## src/rtl/slice_log_pkg.sv

```systemverilog
// slice_log_pkg: shared types and constants for the slice log capture block.
// Holds the capture FSM state encoding, the rd_data field layout and the
// saturation limit of the drop counter.
package slice_log_pkg;

  // Capture controller states
  typedef enum logic [1:0] {
    IDLE    = 2'd0,
    ARMED   = 2'd1,
    CAPTURE = 2'd2,
    DONE    = 2'd3
  } state_e;

  localparam int SLOT_WIDTH = 4;
  localparam int DROP_WIDTH = 8;
  localparam logic [DROP_WIDTH-1:0] DROP_MAX = 8'd255;

  // rd_data layout, LSB first: value, timestamp, slot, ovf1, ovf2
  localparam int OFF_VALUE = 0;

  function automatic int off_ts(input int dw);
    return dw;
  endfunction

  function automatic int off_slot(input int dw, input int tw);
    return dw + tw;
  endfunction

  function automatic int off_ovf1(input int dw, input int tw);
    return dw + tw + SLOT_WIDTH;
  endfunction

  function automatic int off_ovf2(input int dw, input int tw);
    return dw + tw + SLOT_WIDTH + 1;
  endfunction

  function automatic int word_width(input int dw, input int tw);
    return dw + tw + SLOT_WIDTH + 2;
  endfunction

endpackage

```

## src/rtl/slice_log_fifo.sv

```systemverilog
// slice_log_fifo: synchronous FIFO with a registered output word.
// Pointers carry one extra MSB to tell full from empty. The head word is
// pre-loaded into rd_data_o, so a write into an empty FIFO appears one cycle
// later (no fall-through). A write while full is accepted only if a read
// frees a slot in the same cycle; otherwise it is reported on wr_drop_o.
module slice_log_fifo #(
  parameter int WIDTH = 46,
  parameter int DEPTH = 16
) (
  input  logic                     clk_i,
  input  logic                     rst_ni,
  input  logic                     flush_i,
  input  logic                     wr_en_i,
  input  logic [WIDTH-1:0]         wr_data_i,
  input  logic                     rd_ready_i,
  output logic                     rd_valid_o,
  output logic [WIDTH-1:0]         rd_data_o,
  output logic                     full_o,
  output logic                     empty_o,
  output logic [$clog2(DEPTH):0]   level_o,
  output logic                     wr_drop_o
);

  localparam int AW = $clog2(DEPTH);
  localparam logic [AW:0] PTR_ONE = {{AW{1'b0}}, 1'b1};

  logic [WIDTH-1:0] mem_q [DEPTH];
  logic [AW:0]      wr_ptr_q, wr_ptr_d;
  logic [AW:0]      rd_ptr_q, rd_ptr_d;
  logic [AW:0]      level_q, level_d;
  logic             rd_valid_q, rd_valid_d;
  logic [WIDTH-1:0] rd_data_q, rd_data_d;
  logic             full_s, empty_s, rd_fire_s, wr_fire_s;

  assign full_s    = (wr_ptr_q[AW] != rd_ptr_q[AW]) && (wr_ptr_q[AW-1:0] == rd_ptr_q[AW-1:0]);
  assign empty_s   = (wr_ptr_q == rd_ptr_q);
  assign rd_fire_s = rd_valid_q && rd_ready_i;
  assign wr_fire_s = wr_en_i && !flush_i && (!full_s || rd_fire_s);

  // Next pointers, occupancy and the head word to present after this edge
  always_comb begin
    wr_ptr_d   = wr_ptr_q;
    rd_ptr_d   = rd_ptr_q;
    rd_data_d  = rd_data_q;
    if (flush_i) begin
      wr_ptr_d = '0;
      rd_ptr_d = '0;
    end else begin
      if (wr_fire_s) begin
        wr_ptr_d = wr_ptr_q + PTR_ONE;
      end else begin
        wr_ptr_d = wr_ptr_q;
      end
      if (rd_fire_s) begin
        rd_ptr_d = rd_ptr_q + PTR_ONE;
      end else begin
        rd_ptr_d = rd_ptr_q;
      end
    end
    level_d    = wr_ptr_d - rd_ptr_d;
    rd_valid_d = (level_d != '0);
    // The incoming word becomes the head only when the FIFO drains to it
    if (level_d == '0) begin
      rd_data_d = rd_data_q;
    end else if (wr_fire_s && (wr_ptr_q[AW-1:0] == rd_ptr_d[AW-1:0])) begin
      rd_data_d = wr_data_i;
    end else begin
      rd_data_d = mem_q[rd_ptr_d[AW-1:0]];
    end
  end

  // Storage array; contents are unreachable after reset since pointers clear
  always_ff @(posedge clk_i) begin
    if (wr_fire_s) begin
      mem_q[wr_ptr_q[AW-1:0]] <= wr_data_i;
    end
  end

  // Pointer, level and output registers
  always_ff @(posedge clk_i or negedge rst_ni) begin
    if (!rst_ni) begin
      wr_ptr_q   <= '0;
      rd_ptr_q   <= '0;
      level_q    <= '0;
      rd_valid_q <= 1'b0;
      rd_data_q  <= '0;
    end else begin
      wr_ptr_q   <= wr_ptr_d;
      rd_ptr_q   <= rd_ptr_d;
      level_q    <= level_d;
      rd_valid_q <= rd_valid_d;
      rd_data_q  <= rd_data_d;
    end
  end

  assign rd_valid_o = rd_valid_q;
  assign rd_data_o  = rd_data_q;
  assign full_o     = full_s;
  assign empty_o    = empty_s;
  assign level_o    = level_q;
  assign wr_drop_o  = wr_en_i && !wr_fire_s;

endmodule

```

## src/rtl/slice_log_capture.sv

```systemverilog
// slice_log_capture: capture buffer behind a filter slice.
// Delays the slice log trigger by LOG_LATENCY cycles, tags each captured value
// with slot, overflow flags and frame timestamp, and queues it for the host.
// Optional feature macro: SLICE_LOG_TIMESTAMP_EN builds the frame timestamp
// counter; without it the timestamp field of rd_data is constant zero.
module slice_log_capture
  import slice_log_pkg::*;
#(
  parameter int DATA_WIDTH  = 24,
  parameter int DEPTH       = 16,
  parameter int TS_WIDTH    = 16,
  parameter int LOG_LATENCY = 1
) (
  input  logic                                            clock_200,
  input  logic                                            reset_n,
  input  logic                                            arm,
  input  logic                                            stop,
  input  logic                                            one_shot,
  input  logic                                            frame_start,
  input  logic                                            log_trigger,
  input  logic [SLOT_WIDTH-1:0]                           log_slot,
  input  logic signed [DATA_WIDTH-1:0]                    log_value_in,
  input  logic                                            overflow_stage_1,
  input  logic                                            overflow_stage_2,
  output logic                                            rd_valid,
  input  logic                                            rd_ready,
  output logic [2+SLOT_WIDTH+TS_WIDTH+DATA_WIDTH-1:0]     rd_data,
  output logic [$clog2(DEPTH):0]                          fill_level,
  output logic [DROP_WIDTH-1:0]                           dropped,
  output logic                                            busy
);

  localparam int AW         = $clog2(DEPTH);
  localparam int WORD_W     = word_width(DATA_WIDTH, TS_WIDTH);
  localparam int OFF_TS_L   = off_ts(DATA_WIDTH);
  localparam int OFF_SLOT_L = off_slot(DATA_WIDTH, TS_WIDTH);
  localparam int OFF_OVF1_L = off_ovf1(DATA_WIDTH, TS_WIDTH);
  localparam int OFF_OVF2_L = off_ovf2(DATA_WIDTH, TS_WIDTH);
  localparam logic [AW:0] LVL_LAST = (AW+1)'(DEPTH - 1);

  state_e                                   state_q, state_d;
  logic [1:0]                               rst_sync_q;
  logic                                     run_s;
  logic [LOG_LATENCY-1:0]                   trig_dly_q;
  logic [LOG_LATENCY-1:0][SLOT_WIDTH-1:0]   slot_dly_q;
  logic                                     one_shot_q;
  logic [DROP_WIDTH-1:0]                    dropped_q, dropped_d;
  logic                                     busy_q;
  logic [TS_WIDTH-1:0]                      ts_s;
  logic [WORD_W-1:0]                        wr_word_s;
  logic wr_req_s, wr_drop_s, rd_fire_s, fifo_full_s, fifo_empty_s;
  logic flush_s, arm_go_s, cap_done_s;

  // Reset release is synchronised before the FSM may leave IDLE
  always_ff @(posedge clock_200 or negedge reset_n) begin
    if (!reset_n) begin
      rst_sync_q <= 2'b00;
    end else begin
      rst_sync_q <= {rst_sync_q[0], 1'b1};
    end
  end
  assign run_s = rst_sync_q[1];

  // Trigger delay line; a trigger is tagged only if it was issued in CAPTURE
  always_ff @(posedge clock_200 or negedge reset_n) begin
    if (!reset_n) begin
      trig_dly_q <= '0;
      slot_dly_q <= '0;
    end else begin
      trig_dly_q[0] <= log_trigger && (state_q == CAPTURE);
      slot_dly_q[0] <= log_slot;
      for (int i = 1; i < LOG_LATENCY; i++) begin
        trig_dly_q[i] <= trig_dly_q[i-1];
        slot_dly_q[i] <= slot_dly_q[i-1];
      end
    end
  end

  // In-flight captures complete after stop, but not past a finished one-shot
  assign wr_req_s   = trig_dly_q[LOG_LATENCY-1] && (state_q != DONE);
  assign rd_fire_s  = rd_valid && rd_ready;
  assign arm_go_s   = run_s && arm && !stop && ((state_q == IDLE) || (state_q == DONE));
  assign flush_s    = arm_go_s && fifo_empty_s;
  assign cap_done_s = one_shot_q &&
                      (fifo_full_s || (wr_req_s && !rd_fire_s && (fill_level == LVL_LAST)));

  // Capture FSM next state; stop dominates arm
  always_comb begin
    state_d = state_q;
    if (!run_s || stop) begin
      state_d = IDLE;
    end else begin
      case (state_q)
        IDLE:    if (arm)         state_d = ARMED;   else state_d = IDLE;
        ARMED:   if (frame_start) state_d = CAPTURE; else state_d = ARMED;
        CAPTURE: if (cap_done_s)  state_d = DONE;    else state_d = CAPTURE;
        DONE:    if (arm)         state_d = ARMED;   else state_d = DONE;
        default: state_d = IDLE;
      endcase
    end
  end

  // Drop counter: cleared by arm, saturates at DROP_MAX
  always_comb begin
    dropped_d = dropped_q;
    if (arm_go_s) begin
      dropped_d = '0;
    end else if (wr_drop_s && (dropped_q != DROP_MAX)) begin
      dropped_d = dropped_q + 8'd1;
    end else begin
      dropped_d = dropped_q;
    end
  end

  // Control registers: state, latched one-shot mode, drop count, busy flag
  always_ff @(posedge clock_200 or negedge reset_n) begin
    if (!reset_n) begin
      state_q    <= IDLE;
      one_shot_q <= 1'b0;
      dropped_q  <= '0;
      busy_q     <= 1'b0;
    end else begin
      state_q    <= state_d;
      one_shot_q <= arm_go_s ? one_shot : one_shot_q;
      dropped_q  <= dropped_d;
      busy_q     <= (state_d == ARMED) || (state_d == CAPTURE);
    end
  end

`ifdef SLICE_LOG_TIMESTAMP_EN
  localparam logic [TS_WIDTH-1:0] TS_ONE = {{(TS_WIDTH-1){1'b0}}, 1'b1};
  logic [TS_WIDTH-1:0] ts_q, ts_d;

  // Frame timestamp: zeroed on capture start, counts frame_start in CAPTURE
  always_comb begin
    ts_d = ts_q;
    if ((state_q == ARMED) && (state_d == CAPTURE)) begin
      ts_d = '0;
    end else if ((state_q == CAPTURE) && frame_start) begin
      ts_d = ts_q + TS_ONE;
    end else begin
      ts_d = ts_q;
    end
  end

  // Timestamp register; samples see the pre-increment value
  always_ff @(posedge clock_200 or negedge reset_n) begin
    if (!reset_n) begin
      ts_q <= '0;
    end else begin
      ts_q <= ts_d;
    end
  end
  assign ts_s = ts_q;
`else
  assign ts_s = '0;
`endif

  // Assemble the FIFO word from the value present as the delayed trigger emerges
  always_comb begin
    wr_word_s = '0;
    wr_word_s[OFF_VALUE +: DATA_WIDTH] = log_value_in;
    wr_word_s[OFF_TS_L +: TS_WIDTH]    = ts_s;
    wr_word_s[OFF_SLOT_L +: SLOT_WIDTH] = slot_dly_q[LOG_LATENCY-1];
    wr_word_s[OFF_OVF1_L]              = overflow_stage_1;
    wr_word_s[OFF_OVF2_L]              = overflow_stage_2;
  end

  slice_log_fifo #(
    .WIDTH (WORD_W),
    .DEPTH (DEPTH)
  ) u_fifo (
    .clk_i      (clock_200),
    .rst_ni     (reset_n),
    .flush_i    (flush_s),
    .wr_en_i    (wr_req_s),
    .wr_data_i  (wr_word_s),
    .rd_ready_i (rd_ready),
    .rd_valid_o (rd_valid),
    .rd_data_o  (rd_data),
    .full_o     (fifo_full_s),
    .empty_o    (fifo_empty_s),
    .level_o    (fill_level),
    .wr_drop_o  (wr_drop_s)
  );

  assign dropped = dropped_q;
  assign busy    = busy_q;

endmodule
```

## config.mk

```make
export PLATFORM = sky130hd
export DESIGN_NAME = slice_log_capture
export DESIGN_NICKNAME = d
export VERILOG_FILES = /design/src/rtl/slice_log_pkg.sv /design/src/rtl/slice_log_fifo.sv /design/src/rtl/slice_log_capture.sv
export SDC_FILE = /design/constraint.sdc
export NUM_CORES = 1
export LEC_CHECK = 0
export CORE_MARGIN = 2
export CORE_UTILIZATION = 70
export CTS_BUF_LIST = sky130_fd_sc_hd__clkbuf_4 sky130_fd_sc_hd__clkbuf_8
export DETAILED_ROUTE_END_ITERATION = 8
export MAX_ROUTING_LAYER = met4
export PLACE_DENSITY = 0.88
export SLEW_MARGIN = 15
export SYNTH_ARGS = -nofsm -noshare
export SYNTH_HDL_FRONTEND = slang
export SYNTH_HIERARCHICAL = 1
export SYNTH_SLANG_ARGS = --single-unit
```

## constraint.sdc

```tcl
create_clock -name clock_200 -period 7.8 [get_ports clock_200]
set_input_delay 0.78 -clock clock_200 [delete_from_list [all_inputs] [get_ports clock_200]]
set_output_delay 0.78 -clock clock_200 [all_outputs]
set_load 0.01 [all_outputs]
```

Yosys cells after proc, flatten, opt, wreduce, memory -nomap -nowiden
Memories as Yosys holds them, arrays and structs flattened. A register that Yosys moved wholly into a read port is not among the register bits. Index checks and enable logic that the tools add are counted.

Reductions and logical operators: 33. Equal/unequal tests: 12. Mux-type cells: 15. Add/subtract/negate cells: 4.

Operators with widths (number): $mux W46 (1); $mux W5 (4); $logic_and A1 B1 Y1 (16); $mux W8 (2); $add A5 B1 Y5 const B (2); $add A8 B1 Y8 const B (1); $eq A4 B4 Y1 (2); $logic_not A1 Y1 (8); $ne A8 B8 Y1 const B (1); $pmux W2 S4 (1); $eq A2 B2 Y1 const B (3); $mux W2 (3); $eq A5 B4 Y1 const B (1); $eq A5 B5 Y1 (1); $logic_not A5 Y1 (1); $logic_or A1 B1 Y1 (5); $reduce_bool A5 Y1 (1); $sub A5 B5 Y5 (1); $eq A2 B1 Y1 const B (2); $mux W1 (4); $logic_not A2 Y1 (1); $ne A2 B2 Y1 const B (1); $reduce_bool A2 Y1 (1); $ne A1 B1 Y1 (1).

Register bits: 81. RAM bits: 480. Input port bits: 38. Memories kept: 1. Output and inout bits: 61. Word-level logic and storage cells: 77.

Memories: u_fifo.mem_q (depth 16, bits a word 30, read ports 1, clocked after Yosys merged registers in 1, wr ports 1, line slice_log_fifo.sv:27) `logic [WIDTH-1:0] mem_q [DEPTH];`.

Logic depth before layout (Yosys ltp)
Depth in word-level cells: 12. Gate-level depth with buffers: 22. Mapped depth without buffers: 18.

By module
Netlist, hierarchy kept.

By module, submodules not included: slice_log_fifo (cells each 2301, seq. area each 23652.7 µm², instances 1, area each 32033.2 µm²); slice_log_capture (cells each 80, seq. area each 475.5 µm², instances 1, area each 917.1 µm²).

Worst setup path after synthesis
Ideal clock, no wire load.

Kind: input to register. Start point: input stop. End point: memory u_fifo/mem_q[3][0] (netlist name) (enable). Slack: 2369 ps. Data required time: 7293 ps. Buffers on the path: 1. Setup time: 507 ps. Arrival: 4924 ps. Stages: 8. Cell sequence: nand2b_4 nor3b_4 and2_1 nor2b_1 o21a_1 buf_6 nand2_1 nor3_1.

Cells in the longest elaborated chain, start to end: 9.

Ends and longest elaborated chain: from (decl) (line slice_log_capture.sv:17) `input logic stop,`; $logic_not A1 Y1 (line slice_log_capture.sv:82) `assign arm_go_s = run_s && arm && !stop && ((state_q == IDLE) || (state_q == DONE));`; $logic_and A1 B1 Y1 (2 in a row) (line slice_log_capture.sv:82); $logic_and A1 B1 Y1 (line slice_log_capture.sv:83) `assign flush_s = arm_go_s && fifo_empty_s;`; net flush_s (line slice_log_capture.sv:52) `logic flush_s, arm_go_s, cap_done_s;`; $logic_not A1 Y1 (line slice_log_fifo.sv:38) `assign wr_fire_s = wr_en_i && !flush_i && (!full_s || rd_fire_s);`; $logic_and A1 B1 Y1 (2 in a row) (line slice_log_fifo.sv:38); $mux W1 (line slice_log_fifo.sv:74) `if (wr_fire_s) begin`; $mux W1 (not written as such) (line slice_log_fifo.sv:75) `mem_q[wr_ptr_q[AW-1:0]] <= wr_data_i;`; to (decl) (line slice_log_fifo.sv:27).

The timed path passes the listed nets, and every way through them passes these cells.

Worst setup path in the final report
Start point: register u_fifo.wr_ptr_q[3]. End point: register u_fifo.rd_data_q[22] (netlist: u_fifo/rd_data_o[22]), read port of u_fifo.mem_q.

Cells in the longest elaborated chain, start to end: 10. Elaborated cells between the ends (all ways): 16. Classes of those cells: add/sub (2); eq/ne (2); mux (3); reduce/logical (9).

Ends and longest elaborated chain: from (decl) (line slice_log_fifo.sv:28) `logic [AW:0] wr_ptr_q, wr_ptr_d;`; from (signal assigned) (line slice_log_fifo.sv:88) `wr_ptr_q <= wr_ptr_d;`; $eq A5 B5 Y1 (*) (line slice_log_fifo.sv:36) `assign empty_s = (wr_ptr_q == rd_ptr_q);`; net fifo_empty_s (line slice_log_capture.sv:51) `logic wr_req_s, wr_drop_s, rd_fire_s, fifo_full_s, fifo_empty_s;`; $logic_and A1 B1 Y1 (*) (line slice_log_capture.sv:83); net flush_s (line slice_log_capture.sv:52); $logic_not A1 Y1 (line slice_log_fifo.sv:38); $logic_and A1 B1 Y1 (2 in a row) (line slice_log_fifo.sv:38); $mux W5 (line slice_log_fifo.sv:49) `if (wr_fire_s) begin`; $mux W5 (line slice_log_fifo.sv:45) `if (flush_i) begin`; $sub A5 B5 Y5 (line slice_log_fifo.sv:60) `level_d = wr_ptr_d - rd_ptr_d;`; $logic_not A5 Y1 (line slice_log_fifo.sv:63) `if (level_d == '0) begin`; $logic_not A1 Y1 (no source line); to (decl) (line slice_log_fifo.sv:32) `logic [WIDTH-1:0] rd_data_q, rd_data_d;`.

Mark *: on every way through the listed nets, which the timed path passes. The rest lies on a longest branch. A chain may end at the register's enable or synchronous reset.

==> impl_metrics.yaml <==
run_status:
  status: "finished clean"
floorplan:
  dieHeight_um: 221.0
  die_w_um: 221.0
  rows: 79
  io_pins: 99
  core_area_um2: 46560
  die_area_um2: 48820
  start_util: 0.7078
final_layout:
  num-fill-cells: 2279
  regArea_um2: 24130
  nets: 2776
  multi_input_area_um2: 9099
  drive_above_1_share: 0.1040
  design_area_um2: 37880
  area_growth_syn_to_layout_pct: 14.96
clocking:
  clock_tree.buffer_depth: 3
  path_clk_slew_ns: 0.07
  numCtsBuffers: 121
  cts_num_sinks: 817
  ctsResizeCount: 0
  cts_tree: "done"
  htreeDepth: 3
  worstSkewPairLatency_ns: 0.74
  cts_root_buf: "clkbuf_8"
placed_design:
  port_buffers: 98
  placed_area_um2: 35320
  place_congestion: 0.8224
  hpwl_um: 40390
critical_path:
  r2r_cells: 13
  cp.arrival_ns: 6.10
  path_depth: 13
  cp-end-kind: "register"
  r2r_start: "u_fifo/wr_ptr_q[3]"
  critPathKind: "reg -> reg"
  cp_top_family: "buffers and inverters"
  crit_path_max_incr_delay_ns: 0.86
  critPathRequiredTime_ns: 8.43
  rrSetupSlack_ns: 2.32
  cp_slowest_cell: "buf_4"
  crit_top_cell: "buf_4"
  startpoint_type: "register"
  path_buf_inv: 3
  reg2reg_to: "u_fifo/rd_data_o[22]"
  path_max_fanout: 73
  path_cells: "xnor2_1 > nand4_1 > nor2_1 > and2_1 > a21o_4 > inv_6 > buf_4 > buf_4 > nand2_1 > a311oi_1 > a21oi_1 > a211o_1 > a31oi_1"
synthesis:
  synth_seq_cells: 817
  synth.distinct_cells: 60
  async_flop_share: 0.09914
  ys_warn_count: 6
  synth-edff-count: 736
  ys_seq_area_frac: 0.7323
  synth_area_um2: 32950
  synthCells: 2381
  avgSynthCellArea_um2: 13.84
  ys_dominant_reg_cell: "edfxtp_1"
timing:
  rsz0062_at_grt: "false"
  finClkSkew_ns: 0.03538
  slew_viol_final: 0
  finalSetupViolCount: 0
  tightestPinTransition_ns: 1.204
  timing.final.crit_period_ns: 5.475
  finalSetupTns_ns: 0
  max_freq_ghz: 0.1826
  relSlewSlack: 0.1971
  fin_crit_sh: 0.7020
  hold_viol: 0
detailed_routing:
  drcViolationCount: 0
  routed_wl_um: 84470
  dr.first_iter.drc_count: 3233
  ant_nets: 0
  first_pass_iters: 5
  vias_per_cell: 6.611
  via_count: 22720
  routedWlPerCell_um: 24.58
job:
  maxCapViolations: 0
grt:
  overflow: 0
  grt_pass1_wl_um: 128400
  grt_pass1_vias: 22990
  grt_antenna_before_repair: 2
  grt_util_all_layers: 0.3551
  grt_max_degree: 109
pwr:
  powerDensity_nw_per_um2: 359.1
  leakagePower_uw: 0.01380
  ir_drop_uv: 355.0
worst_hold_path:
  worstHoldPathType: "reg -> reg"
  holdPathEnd: "rst_sync_q[1]"
  hold_start: "rst_sync_q[0]"
  min_path_cells: 0
## area by class of cell
type                       instances  share of cell area
sequential                       817              0.6370
multi-input combinational       1630              0.2402
clock buffer                     183             0.05923
timing repair buffer             137             0.03363
tap                              607             0.02005
clock inverter                    45            0.008027
inverter                          16            0.001751
antenna                            2           0.0001321
## kinds of logic after synthesis
family                   Yosys count  share of synthesized area
AND/OR/NAND/NOR                  732                     0.1020
buffers and inverters            205                    0.02738
AO/OA/AOI/OAI                    581                     0.1236
multiplexers                       7                   0.002696
adder cells (fa/ha/maj)           15                   0.005924
XOR/XNOR                          22                   0.005848
other                              2                  0.0002279
flip-flops                       817                     0.7323
## how the worst max path moves through the flow
stage / start / to / slack (ns)
2_1_floorplan: stop / u_fifo/mem_q[3][0] / 2.37
5_1_grt: u_fifo/wr_ptr_q[2] / u_fifo/rd_data_o[10] / 2.02
3_5_place_dp: stop / u_fifo/rd_data_o[21] / 2.02
4_1_cts: u_fifo/wr_ptr_q[2] / u_fifo/rd_data_o[22] / 2.45
6_report: u_fifo/wr_ptr_q[3] / u_fifo/rd_data_o[22] / 2.32
3_3_place_gp: stop / u_fifo/rd_data_o[27] / 2.25
## power breakdown
part / internal (uW) / total (uW) / switching (uW)
sequential: 4960 / 5100 / 138
combinational: 1740 / 4940 / 3190
clock: 1940 / 3570 / 1630
## cells in the final DEF, fill, tap and decap left out, types with 5 or more instances in the layout
cell and instances:
nand4_1 5, and3_1 186, clkinv_2 22, nand2_1 425, clkdlybuf4s50_1 97, clkinv_1 14, buf_4 39, nand2b_1 5
xnor2_1 15, a31oi_1 184, xor2_1 7, edfxtp_1 736, o22ai_1 46, nor2b_1 5, ha_1 14, clkbuf_4 44
inv_1 14, dfrtp_1 81, nor2_4 13, a211o_1 46, a211oi_1 187, a311oi_1 47, nor2_1 62, clkbuf_8 139
conb_1 273, a21oi_1 51
## metrics by stage
step	total power, uW	utilization	worst slack [ns]	hold WS (ns)	cells
floorplan	8489	-	2.369	0.3312	2652
global placement	9680	0.7586	2.251	0.3333	3206
detailed placement	9904	0.7586	2.019	0.3402	3206
CTS	13480	0.8135	2.445	0.3549	3435
global route	14110	0.8136	2.022	0.3694	3437
finish	13600	0.8136	2.325	0.3535	3437
## sequential cells by signal, indices dropped and copies added (netlist names)
| signal | count |
|---|---|
| busy | 1 |
| dropped | 8 |
| one_shot_q | 1 |
| rst_sync_q | 2 |
| slot_dly_q | 4 |
| state_q | 2 |
| trig_dly_q | 1 |
| u_fifo/level_o | 5 |
| u_fifo/mem_q | 736 |
| u_fifo/rd_data_o | 46 |
| u_fifo/rd_ptr_q | 5 |
| u_fifo/rd_valid_o | 1 |
| u_fifo/wr_ptr_q | 5 |
## cell usage after synthesis (7+ instances only)
cell	n	area [um^2]
a211oi_1	187	1404
clkbuf_1	125	469.2
nand2_1	428	1607
xnor2_1	15	131.4
buf_2	48	240.2
a311oi_1	47	411.6
buf_6	8	90.09
a31oi_1	184	1151
nor2_1	75	281.5
edfxtp_1	736	22100
xor2_1	7	61.31
o22ai_1	46	287.8
ha_1	14	175.2
inv_1	14	52.55
a21oi_1	51	255.2
dfrtp_1	81	2027
and3_1	186	1164
a211o_1	46	402.9
## repair_timing
item / CTS / global route
setup buffers: 0 / 0
hold buffers: 1 / 0
hold endpoints to repair: 19 / 0
## routing by layer
| layer | share of wire | up-vias | routed length, um | track usage |
|---|---|---|---|---|
| met2 | 0.49 | 1874 | 41530 | 0.5683 |
| met4 | 0.042 | 0 | 3520 | 0.1678 |
| met1 | 0.33 | 10920 | 28270 | 0.4474 |
| li1 | - | 9600 | - | - |
| met5 | 0 | - | 0 | - |
| met3 | 0.13 | 331 | 11150 | 0.06307 |
## worst reg2reg max path: cells and delay by family, from the launching register on
kind	cells	cell delay, ns
flops	1	0.64
simple gates	4	0.88
compound gates	5	1.59
xor+xnor	1	0.15
buf+inv	3	2.11
Note: power is estimated with default switching activity, not from simulation.
